[config.mk]
export PLATFORM = sky130hd
export DESIGN_NAME = cascade_stage_ctrl
export DESIGN_NICKNAME = d
export VERILOG_FILES = /design/src/rtl/cascade_pkg.sv /design/src/rtl/stage_accum.sv /design/src/rtl/cascade_stage_ctrl.sv
export SDC_FILE = /design/constraint.sdc
export NUM_CORES = 1
export LEC_CHECK = 0
export ABC_AREA = 1
export CORE_MARGIN = 4
export CORE_UTILIZATION = 55
export DETAILED_ROUTE_END_ITERATION = 10
export HOLD_SLACK_MARGIN = 0.12
export PLACE_DENSITY = 0.79
export SETUP_SLACK_MARGIN = 0.02
export SYNTH_ARGS = -nofsm -noshare
export SYNTH_HDL_FRONTEND = slang
export SYNTH_SLANG_ARGS = --single-unit
export TNS_END_PERCENT = 20
[constraint.sdc]
create_clock -name clk_i -period 12.39 [get_ports clk_i]
set_clock_uncertainty 0.1 [all_clocks]
set_input_delay 1.239 -clock clk_i [delete_from_list [all_inputs] [get_ports clk_i]]
set_output_delay 1.239 -clock clk_i [all_outputs]
set_load 0.03 [all_outputs]
[src/rtl/cascade_pkg.sv]
// Shared constants, stage tables and FSM state type for the Haar cascade controller.
package cascade_pkg;

  localparam int unsigned FEATURE_NUM = 2913;
  localparam int unsigned STAGE_NUM   = 25;
  localparam int unsigned W_LEAF      = 14;
  localparam int unsigned W_ACC       = 22;
  localparam int unsigned W_STAGE_THR = 22;
  localparam int unsigned W_ADDR_FEAT = $clog2(FEATURE_NUM);
  localparam int unsigned W_STAGE     = $clog2(STAGE_NUM);
  // Receive counter shares the feature index width; covers any stage length.
  localparam int unsigned W_CNT       = W_ADDR_FEAT;

  // Exclusive end index of each stage; stage k covers [STAGE_END[k-1], STAGE_END[k]).
  localparam int unsigned STAGE_END [STAGE_NUM] = '{
    9, 25, 52, 84, 136, 189, 251, 323, 406, 497,
    596, 711, 838, 973, 1109, 1246, 1405, 1560, 1729, 1925,
    2122, 2303, 2502, 2713, 2913
  };

  // Signed stage thresholds in the same fixed-point scale as the leaf values.
  localparam int STAGE_THR [STAGE_NUM] = '{
    -5042, -5613, -4999, -4923, -4785, -4540, -4430, -4353, -4351, -4233,
    -4129, -4063, -3960, -3925, -3897, -3797, -3706, -3610, -3543, -3470,
    -3400, -3345, -3259, -3185, -3120
  };

  typedef enum logic [2:0] {
    StIdle,
    StIssue,
    StWait,
    StDecide,
    StDone
  } state_e;

  // Index of the last feature of stage s.
  function automatic logic [W_ADDR_FEAT-1:0] stage_last_of(input logic [W_STAGE-1:0] s);
    int unsigned k;
    k = 32'(s);
    if (k >= STAGE_NUM) return '0;
    return W_ADDR_FEAT'(STAGE_END[k] - 1);
  endfunction

  // Number of features in stage s.
  function automatic logic [W_CNT-1:0] stage_len_of(input logic [W_STAGE-1:0] s);
    int unsigned k;
    int unsigned lo;
    k = 32'(s);
    if (k >= STAGE_NUM) return '0;
    lo = (k == 0) ? 0 : STAGE_END[k-1];
    return W_CNT'(STAGE_END[k] - lo);
  endfunction

  // Threshold of stage s at its native width.
  function automatic logic signed [W_STAGE_THR-1:0] stage_thr_of(input logic [W_STAGE-1:0] s);
    int unsigned k;
    k = 32'(s);
    if (k >= STAGE_NUM) return '0;
    return W_STAGE_THR'(STAGE_THR[k]);
  endfunction

endpackage

[src/rtl/stage_accum.sv]
// Per-stage signed leaf accumulator with receive counter and threshold compare.
module stage_accum import cascade_pkg::*; (
  input  logic                          clk_i,
  input  logic                          rst_i,
  input  logic                          clear_i,
  input  logic                          leaf_fire_i,
  input  logic signed [W_LEAF-1:0]      leaf_data_i,
  input  logic        [W_CNT-1:0]       stage_len_i,
  input  logic signed [W_STAGE_THR-1:0] thr_i,
  output logic                          stage_done_o,
  output logic                          stage_pass_o
);

  logic signed [W_ACC-1:0] acc_q, acc_d;
  logic        [W_CNT-1:0] cnt_q, cnt_d;
  logic signed [W_ACC-1:0] leaf_ext;
  logic signed [W_ACC-1:0] thr_ext;

  assign leaf_ext = {{(W_ACC - W_LEAF){leaf_data_i[W_LEAF-1]}}, leaf_data_i};
  assign thr_ext  = {{(W_ACC - W_STAGE_THR){thr_i[W_STAGE_THR-1]}}, thr_i};

  // Next accumulator/counter: clear has priority, otherwise add each accepted leaf.
  always_comb begin
    acc_d = acc_q;
    cnt_d = cnt_q;
    if (clear_i) begin
      acc_d = '0;
      cnt_d = '0;
    end else if (leaf_fire_i) begin
      acc_d = acc_q + leaf_ext;
      cnt_d = cnt_q + W_CNT'(1);
    end
  end

  // Accumulator and receive counter registers.
  always_ff @(posedge clk_i) begin
    if (rst_i) begin
      acc_q <= '0;
      cnt_q <= '0;
    end else begin
      acc_q <= acc_d;
      cnt_q <= cnt_d;
    end
  end

  assign stage_done_o = (cnt_q == stage_len_i);
  assign stage_pass_o = (acc_q >= thr_ext);

endmodule

[src/rtl/cascade_stage_ctrl.sv]
// Haar cascade stage sequencer: issues feature indices per stage, accumulates leaves,
// decides pass/reject at each stage end and hands the verdict to the window scheduler.
module cascade_stage_ctrl import cascade_pkg::*; (
  input  logic                     clk_i,
  input  logic                     rst_i,
  input  logic                     start_valid_i,
  output logic                     start_ready_o,
  output logic                     feat_addr_valid_o,
  input  logic                     feat_addr_ready_i,
  output logic [W_ADDR_FEAT-1:0]   feat_addr_o,
  input  logic                     leaf_valid_i,
  output logic                     leaf_ready_o,
  input  logic signed [W_LEAF-1:0] leaf_data_i,
  output logic                     result_valid_o,
  input  logic                     result_ready_i,
  output logic                     result_pass_o,
  output logic [W_STAGE-1:0]       result_stage_o
);

  state_e state_q, state_d;
  logic [W_ADDR_FEAT-1:0] feat_addr_q, feat_addr_d;
  logic [W_STAGE-1:0]     stage_q, stage_d;
  logic                   result_pass_q, result_pass_d;
  logic [W_STAGE-1:0]     result_stage_q, result_stage_d;

  logic                          acc_clear;
  logic                          leaf_fire;
  logic                          stage_done;
  logic                          stage_pass;
  logic [W_CNT-1:0]              stage_len;
  logic [W_ADDR_FEAT-1:0]        stage_last;
  logic signed [W_STAGE_THR-1:0] stage_thr;

  assign stage_len  = stage_len_of(stage_q);
  assign stage_last = stage_last_of(stage_q);
  assign stage_thr  = stage_thr_of(stage_q);
  assign leaf_fire  = leaf_valid_i & leaf_ready_o;

  stage_accum u_stage_accum (
    .clk_i        (clk_i),
    .rst_i        (rst_i),
    .clear_i      (acc_clear),
    .leaf_fire_i  (leaf_fire),
    .leaf_data_i  (leaf_data_i),
    .stage_len_i  (stage_len),
    .thr_i        (stage_thr),
    .stage_done_o (stage_done),
    .stage_pass_o (stage_pass)
  );

  // Next-state, issue pointer, result capture and handshake outputs.
  always_comb begin
    state_d           = state_q;
    feat_addr_d       = feat_addr_q;
    stage_d           = stage_q;
    result_pass_d     = result_pass_q;
    result_stage_d    = result_stage_q;
    start_ready_o     = 1'b0;
    feat_addr_valid_o = 1'b0;
    leaf_ready_o      = 1'b0;
    result_valid_o    = 1'b0;
    acc_clear         = 1'b0;

    unique case (state_q)
      StIdle: begin
        start_ready_o = 1'b1;
        if (start_valid_i) begin
          stage_d     = '0;
          feat_addr_d = '0;
          acc_clear   = 1'b1;
          state_d     = StIssue;
        end
      end

      StIssue: begin
        feat_addr_valid_o = 1'b1;
        leaf_ready_o      = 1'b1;
        if (feat_addr_ready_i) begin
          feat_addr_d = feat_addr_q + W_ADDR_FEAT'(1);
          if (feat_addr_q == stage_last) state_d = StWait;
        end
      end

      StWait: begin
        leaf_ready_o = 1'b1;
        if (stage_done) state_d = StDecide;
      end

      StDecide: begin
        result_stage_d = stage_q;
        if (stage_pass) begin
          if (stage_q == W_STAGE'(STAGE_NUM - 1)) begin
            result_pass_d = 1'b1;
            state_d       = StDone;
          end else begin
            // feat_addr_q already sits on the next stage's first feature.
            stage_d   = stage_q + W_STAGE'(1);
            acc_clear = 1'b1;
            state_d   = StIssue;
          end
        end else begin
          result_pass_d = 1'b0;
          state_d       = StDone;
        end
      end

      StDone: begin
        result_valid_o = 1'b1;
        if (result_ready_i) state_d = StIdle;
      end

      default: state_d = StIdle;
    endcase
  end

  // State and datapath registers with synchronous reset.
  always_ff @(posedge clk_i) begin
    if (rst_i) begin
      state_q        <= StIdle;
      feat_addr_q    <= '0;
      stage_q        <= '0;
      result_pass_q  <= 1'b0;
      result_stage_q <= '0;
    end else begin
      state_q        <= state_d;
      feat_addr_q    <= feat_addr_d;
      stage_q        <= stage_d;
      result_pass_q  <= result_pass_d;
      result_stage_q <= result_stage_d;
    end
  end

  assign feat_addr_o    = feat_addr_q;
  assign result_pass_o  = result_pass_q;
  assign result_stage_o = result_stage_q;

  // A leaf offered while not accepting is a datapath protocol error; it is dropped.
  leaf_proto_a: assert property (@(posedge clk_i) disable iff (rst_i)
                                 !(leaf_valid_i && !leaf_ready_o));

endmodule

# Word-level counts from Yosys, hierarchy flattened
# Memories as Yosys holds them, arrays and structs flattened.
# Index checks and enable logic that the tools add are counted.
[totals]
reg_bits = 60
rom_bits = 3072
inputBits = 20
elab_cells = 87
memories = 3
[mem_list]
columns = ["name", "depth", "width", "rd", "rd_ports_with_merged_regs", "wr", "line", "rtl"]
rows = [
  ["(no name shown)", 32, 32, 1, 0, 0, "cascade_pkg.sv:59", "return W_STAGE_THR'(STAGE_THR[k]);"],
  ["(no name shown)", 32, 32, 1, 0, 0, "cascade_pkg.sv:41", "return W_ADDR_FEAT'(STAGE_END[k] - 1);"],
  ["(no name shown)", 32, 32, 1, 0, 0, "cascade_pkg.sv:50", "lo = (k == 0) ? 0 : STAGE_END[k-1];"],
]
[classes]
add_sub_neg = 7
n_lt_le_gt_ge = 4
n_eq_ne = 15
mux = 38
bitwise = 3
reduce_logical = 10
[ops]
columns = ["cell", "count"]
rows = [
  ["$mux 12", 10],
  ["$mux 22", 4],
  ["$ge 33x6->1 const B", 2],
  ["$not 32->33", 1],
  ["$not 5->33", 1],
  ["$add 12x1->12 const B", 2],
  ["$eq 12x12->1", 2],
  ["$pmux 12 s2", 1],
  ["$add 22x14->22", 1],
  ["$ge 22x22->1", 1],
  ["$mux 3", 7],
  ["$mux 5", 3],
  ["$pmux 3 s5", 1],
  ["$ne 2x2->1 const B", 7],
  ["$sub 12x1->12 const B", 1],
  ["$sub 12x12->12", 1],
  ["$mux 1", 10],
  ["$pmux 5 s2", 1],
  ["$eq 3x2->1 const B", 2],
  ["$sub 5x1->6 const B", 1],
  ["$add 5x1->5 const B", 1],
  ["$eq 5x5->1 const B", 1],
  ["$ge 5x5->1 const B", 1],
  ["$logic_not 5->1", 1],
  ["other kinds (12)", 14],
]

# Logic depth before layout (Yosys ltp)
[depth]
word_depth = 11
mapped_depth = 30
ltp_nobuf = 29

# Modules after synthesis
# A second synthesis with hierarchy kept.
[hier_totals]
cells_unflattened = 1209
hier_area_um2 = 7272.0
[modules_own_cells]
columns = ["mod", "n_inst", "cells_each", "area_per_inst_um2"]
rows = [
  ["cascade_stage_ctrl", 1, 616, 3751.1],
  ["stage_accum", 1, 593, 3520.9],
]

# Least setup slack after synthesis
# OpenSTA, ideal clock, no wires.
[synth_path]
kind = "reg-to-reg"
from = "register stage_q[1]"
to = "register state_q[0]"
setup_time_ns = 0.115
arrival_ns = 3.900
required_time_ns = 12.175
slack_ns = 8.275
path_stages_with_launch = 28
path_buffers = 1
period_less_slack_ns = 4.115
path_cell_list = "dfxtp_1 > inv_1 > ha_1 > inv_1 > ha_1 > clkbuf_1 > inv_1 > nor2_1 > inv_1 > a21oi_1 > o22ai_1 > ha_1 > fa_1 > inv_1 > nand3_1 > nand2_1 > nand2_1 > nand2_1 > nand2_1 > nand3_1 > xor2_1 > nand3_1 > nor2_1 > nand2_1 > a21oi_1 > nand3_1 > nand2_1 > nor2_1"
[synth_via]
elab_chain_len = 11
word_cells_on_any_way = 31
classes_between = "add/sub: 3; order compare: 2; eq/ne: 5; mux: 14; bitwise: 2; reduce/logical: 2; memory: 3"
[synth_lines]
columns = ["element", "line", "rtl"]
rows = [
  ["start, declared", "cascade_stage_ctrl.sv:22", "logic [W_STAGE-1:0] stage_q, stage_d;"],
  ["start signal, assigned", "cascade_stage_ctrl.sv:127", "stage_q <= stage_d;"],
  ["$sub 5x1->6", "cascade_pkg.sv:50", ""],
  ["$not 32->33 (not written as such)", "cascade_pkg.sv:50", ""],
  ["$mem_v2 32x32", "-", ""],
  ["$mux 12 (not written as such) (2 in series)", "cascade_pkg.sv:50", ""],
  ["$mux 12", "cascade_pkg.sv:50", ""],
  ["$sub 12x12->12", "cascade_pkg.sv:51", "return W_CNT'(STAGE_END[k] - lo);"],
  ["$mux 12", "cascade_pkg.sv:50", ""],
  ["$eq 12x12->1", "stage_accum.sv:46", "assign stage_done_o = (cnt_q == stage_len_i);"],
  ["$ne 2x2->1 (no source line)", "-", ""],
  ["$reduce_and 5->1 (no source line)", "-", ""],
  ["end signal, assigned", "cascade_stage_ctrl.sv:119", "state_q <= StIdle;"],
  ["end signal, assigned", "cascade_stage_ctrl.sv:125", "state_q <= state_d;"],
  ["end, declared", "cascade_stage_ctrl.sv:20", "state_e state_q, state_d;"],
]
# Several ways; a longest one is shown, not always the timed one. The select of a mux whose other input is x is not followed.
# A chain may end at the register's enable or synchronous reset.

# Worst setup path after layout
[layout_path]
from = "register stage_q[2]"
to = "register u_stage_accum.acc_q[14]"
[layout_via]
elab_chain_len = 9
word_cells_on_any_way = 13
classes_between = "order compare: 2; eq/ne: 1; mux: 7; bitwise: 1; reduce/logical: 1; memory: 1"
[layout_lines]
columns = ["element", "line", "rtl"]
rows = [
  ["$not 5->33 (not written as such)", "cascade_pkg.sv:59", ""],
  ["$mem_v2 32x32", "-", ""],
  ["$mux 22 (not written as such) (2 in series)", "cascade_pkg.sv:59", ""],
  ["$mux 22", "cascade_pkg.sv:59", ""],
  ["$ge 22x22->1", "stage_accum.sv:47", "assign stage_pass_o = (acc_q >= thr_ext);"],
  ["$mux 1 (*)", "cascade_stage_ctrl.sv:91", "if (stage_pass) begin"],
  ["$pmux 1 s2 (*)", "cascade_stage_ctrl.sv:64", "unique case (state_q)"],
  ["$reduce_or 2->1 (no source line) (*)", "-", ""],
  ["end signal, assigned", "stage_accum.sv:38", "acc_q <= '0;"],
  ["end signal, assigned", "stage_accum.sv:41", "acc_q <= acc_d;"],
  ["end, declared", "stage_accum.sv:14", "logic signed [W_ACC-1:0] acc_q, acc_d;"],
]
# Every way passes the cells marked *; elsewhere a longest branch is shown, timed or not. The select of a mux whose other input is x is not followed.

==> run metrics <==
status completed; final critical-path required period between 5000 and 6000 ps; initial antenna violation count 0; first-pass GRT wire length around 31000 µm; Synth Warn # 0; distinct cell type count after synthesis between 50 and 60; Rows 40; via/cell ratio about 5.7; setup TNS 0 ps; fin area 7500 µm²; Die Span Y roughly 120 µm; Port Buffers just over 40; Setup CP Type reg2reg; Max Cap Viol 0; Peak supply drop 0.0960 mV; data required time of the worst path between 10000 and 15000 ps; CTS buffer count 9; RSZ-0062 raised after global routing false; final HPWL from detailed placement 14500 µm; Die W approximately 120 µm; slew margin rel. between 20% and 30%; largest net degree at the start of global routing 37; post-route setup slack approximately 6800 ps; complex-gate fraction of the synthesized area a little under a fifth; ANT nets after route 0; gpl congestion around 1; number of DRC markers in iteration 0 between 700 and 800; DRC 0; Post-Synth Adder-Cell Area approximately 15%; Data arrival, critical path between 5000 and 6000 ps; die area roughly 14000 µm²; Net Count, Synth 1181; grt total ovfl 0; Overall Global Routing Usage between 20% and 30%; core area between 10000 and 15000 µm²; via count just over 7000; post-cts resize count 0; WL final ~19000 µm; reported leakage power 3.58 nW; main combinational cell family by area after synthesis simple AND/OR/NAND/NOR gates; htree depth 3; vias in the first global route around 6600; Final setup viols 0; Startpoint Class flop; mux cell area share after synthesis 0%; Synth Area in XOR/XNOR around 4%; CTS tree done; CTS sink count 60; ant diodes 0; Crit. End Element flop; Synth Cell Area about 6700 µm²; Clock transition at path regs approximately 60 ps; placed inst area 7180 µm²; Hold Path Class reg2reg; final count of pins violating max slew 0; Pwr per Cell Area 222 nW/µm²; Detailed Routing Iterations Pass 1 6; Syn Area/Cell a little over 6 µm²; Post-CTS Repair Setup Buffers 0; area of the multi-input gates roughly 4900 µm²; Initial Util 56.1%; P&R area growth vs syn 11.7%; synthesized flop and latch total 60; Longest Clk Path Bufs 2; pre-CTS WS around 6900 ps; post-route clock period utilization ~45%; post-DR wirelength/cell 15.0 µm; nets@finish 1206; commonest non-fill, non-tap cell in the layout nand2_1; Reg area between 1000 and 1500 µm²; CP Max Fanout 36; hold_buf cts 0; root buf cell clkbuf_16; most frequent cells in the layout nand2_1, inv_1, a21oi_1; Post-Syn Instances 1084; share of cells above drive strength 1 under 10%; fill count ~1100; I/O Pins 42; Clk Latency, worst-skew pair 350 ps; slew of the pin with the lowest slew margin about 1100 ps; Synth Area in Simple Gates 35.5%; FMAX 0.178 GHz; final hold vios 0; sequential fraction of the synthesis area ~18%
[sequential cells by signal (all words and copies together) (netlist names)]
register,count
result_stage_o,5
stage_q,5
feat_addr_o,12
result_pass_o,1
u_stage_accum.acc_q,22
state_q,3
u_stage_accum.cnt_q,12
[layer usage]
| metal | part of all wire [%] | up-vias | track usage (%) |
|---|---|---|---|
| met2 | 45 | 256 | 43.6 |
| met5 | 0 | - | 0 |
| met4 | 3.0 | 0 | 9.49 |
| met3 | 6.8 | 50 | 5.02 |
| li1 | - | 3702 | - |
| met1 | 45 | 3194 | 35.2 |
[cells by family after synthesis]
logic type               count (synthesis)
AND/OR/NAND/NOR                        534
AO/OA/AOI/OAI                          223
buffers and inverters                  160
adder cells (fa/ha/maj)                 77
flip-flops                              60
XOR/XNOR                                30
[path summary, 6_finish.rpt]
kind	cells after the start	slack, ps	end	startpoint
max	27	6770	u_stage_accum.acc_q[14]	stage_q[2]
min	2	410	u_stage_accum.acc_q[12]	u_stage_accum.acc_q[12]
max reg2reg	27	6770	u_stage_accum.acc_q[14]	stage_q[2]
min reg2reg	2	410	u_stage_accum.acc_q[12]	u_stage_accum.acc_q[12]
[worst max-delay path: stages (launching register included)]
cell and delay (ps):
dfxtp_1 560, inv_2 460, ha_1 280, inv_1 80, nor2_1 140, nand2_1 90
nand2_2 530, inv_2 290, a21oi_1 190, o21ai_0 110, ha_1 320, nand2_1 50
inv_1 60, nand3_1 70, nor3_1 210, nand2_1 90, nand2_1 60, nand2_1 50
nand2_1 80, nand2_1 80, nand2_1 60, nand2_1 40, nand3_1 90, nand2_1 130
nand2_1 820, inv_1 200, o21ai_0 140, a21oi_1 60
[through the flow]
| stage | total power, mW | hold slack, ps | std cells | utilization [%] |
|---|---|---|---|---|
| final | 1.67 | 408 | 1261 | 62.7 |
| after global routing | 1.84 | 434 | 1261 | 62.7 |
| after CTS | 1.65 | 405 | 1261 | 62.7 |
| after detailed placement | 1.37 | 396 | 1245 | 60.0 |
| after global placement | 1.36 | 383 | 1245 | 60.0 |
| after floorplan | 1.13 | 361 | 1084 | - |
[final cells by class]
| cell class | instances | area share (%) |
|---|---|---|
| clock buffers | 9 | 3.00 |
| well taps | 147 | 2.45 |
| clock inverters | 7 | 1.32 |
| multi-input cells | 864 | 65.0 |
| flip-flops and latches | 60 | 16.0 |
| inverters | 132 | 6.61 |
| repair buffers | 42 | 5.57 |
[synth_stat cells (all sizes together)]
master	count	area (µm²)
nand4	25	163
a221o	1	10.0
a311oi	1	8.76
ha	75	938
fa	2	40.0
nor3b	2	15.0
a211o	1	8.76
o211ai	4	30.0
clkinv	2	7.51
o221ai	1	8.76
o31ai	2	15.0
buf	13	82.6
clkbuf	15	56.3
xor2	24	210
o21a	4	30.0
nand3	89	455
a22oi	1	7.51
o21ai	71	355
dfxtp	60	1200
a221oi	2	17.5
o21bai	3	22.5
a211oi	11	82.6
inv	130	488
xnor2	6	52.6
a21oi	96	488
and3	1	6.26
nor4	7	58.8
or2	7	43.8
nor2	97	392
o2111ai	1	8.76
a31oi	10	62.6
a21boi	2	15.0
nand3b	3	22.5
a41oi	2	17.5
nor3	21	121
or3	2	12.5
nand2	280	1090
a21o	3	22.5
o22ai	7	43.8
[power breakdown]
part / internal [mW] / switching (mW) / leakage, nW
clock network: 0.177 / 0.100 / 0.156
logic: 0.397 / 0.732 / 2.94
registers: 0.221 / 0.0399 / 0.486
total: 0.795 / 0.872 / 3.58
No activity file was read; power rests on OpenSTA's default activity.
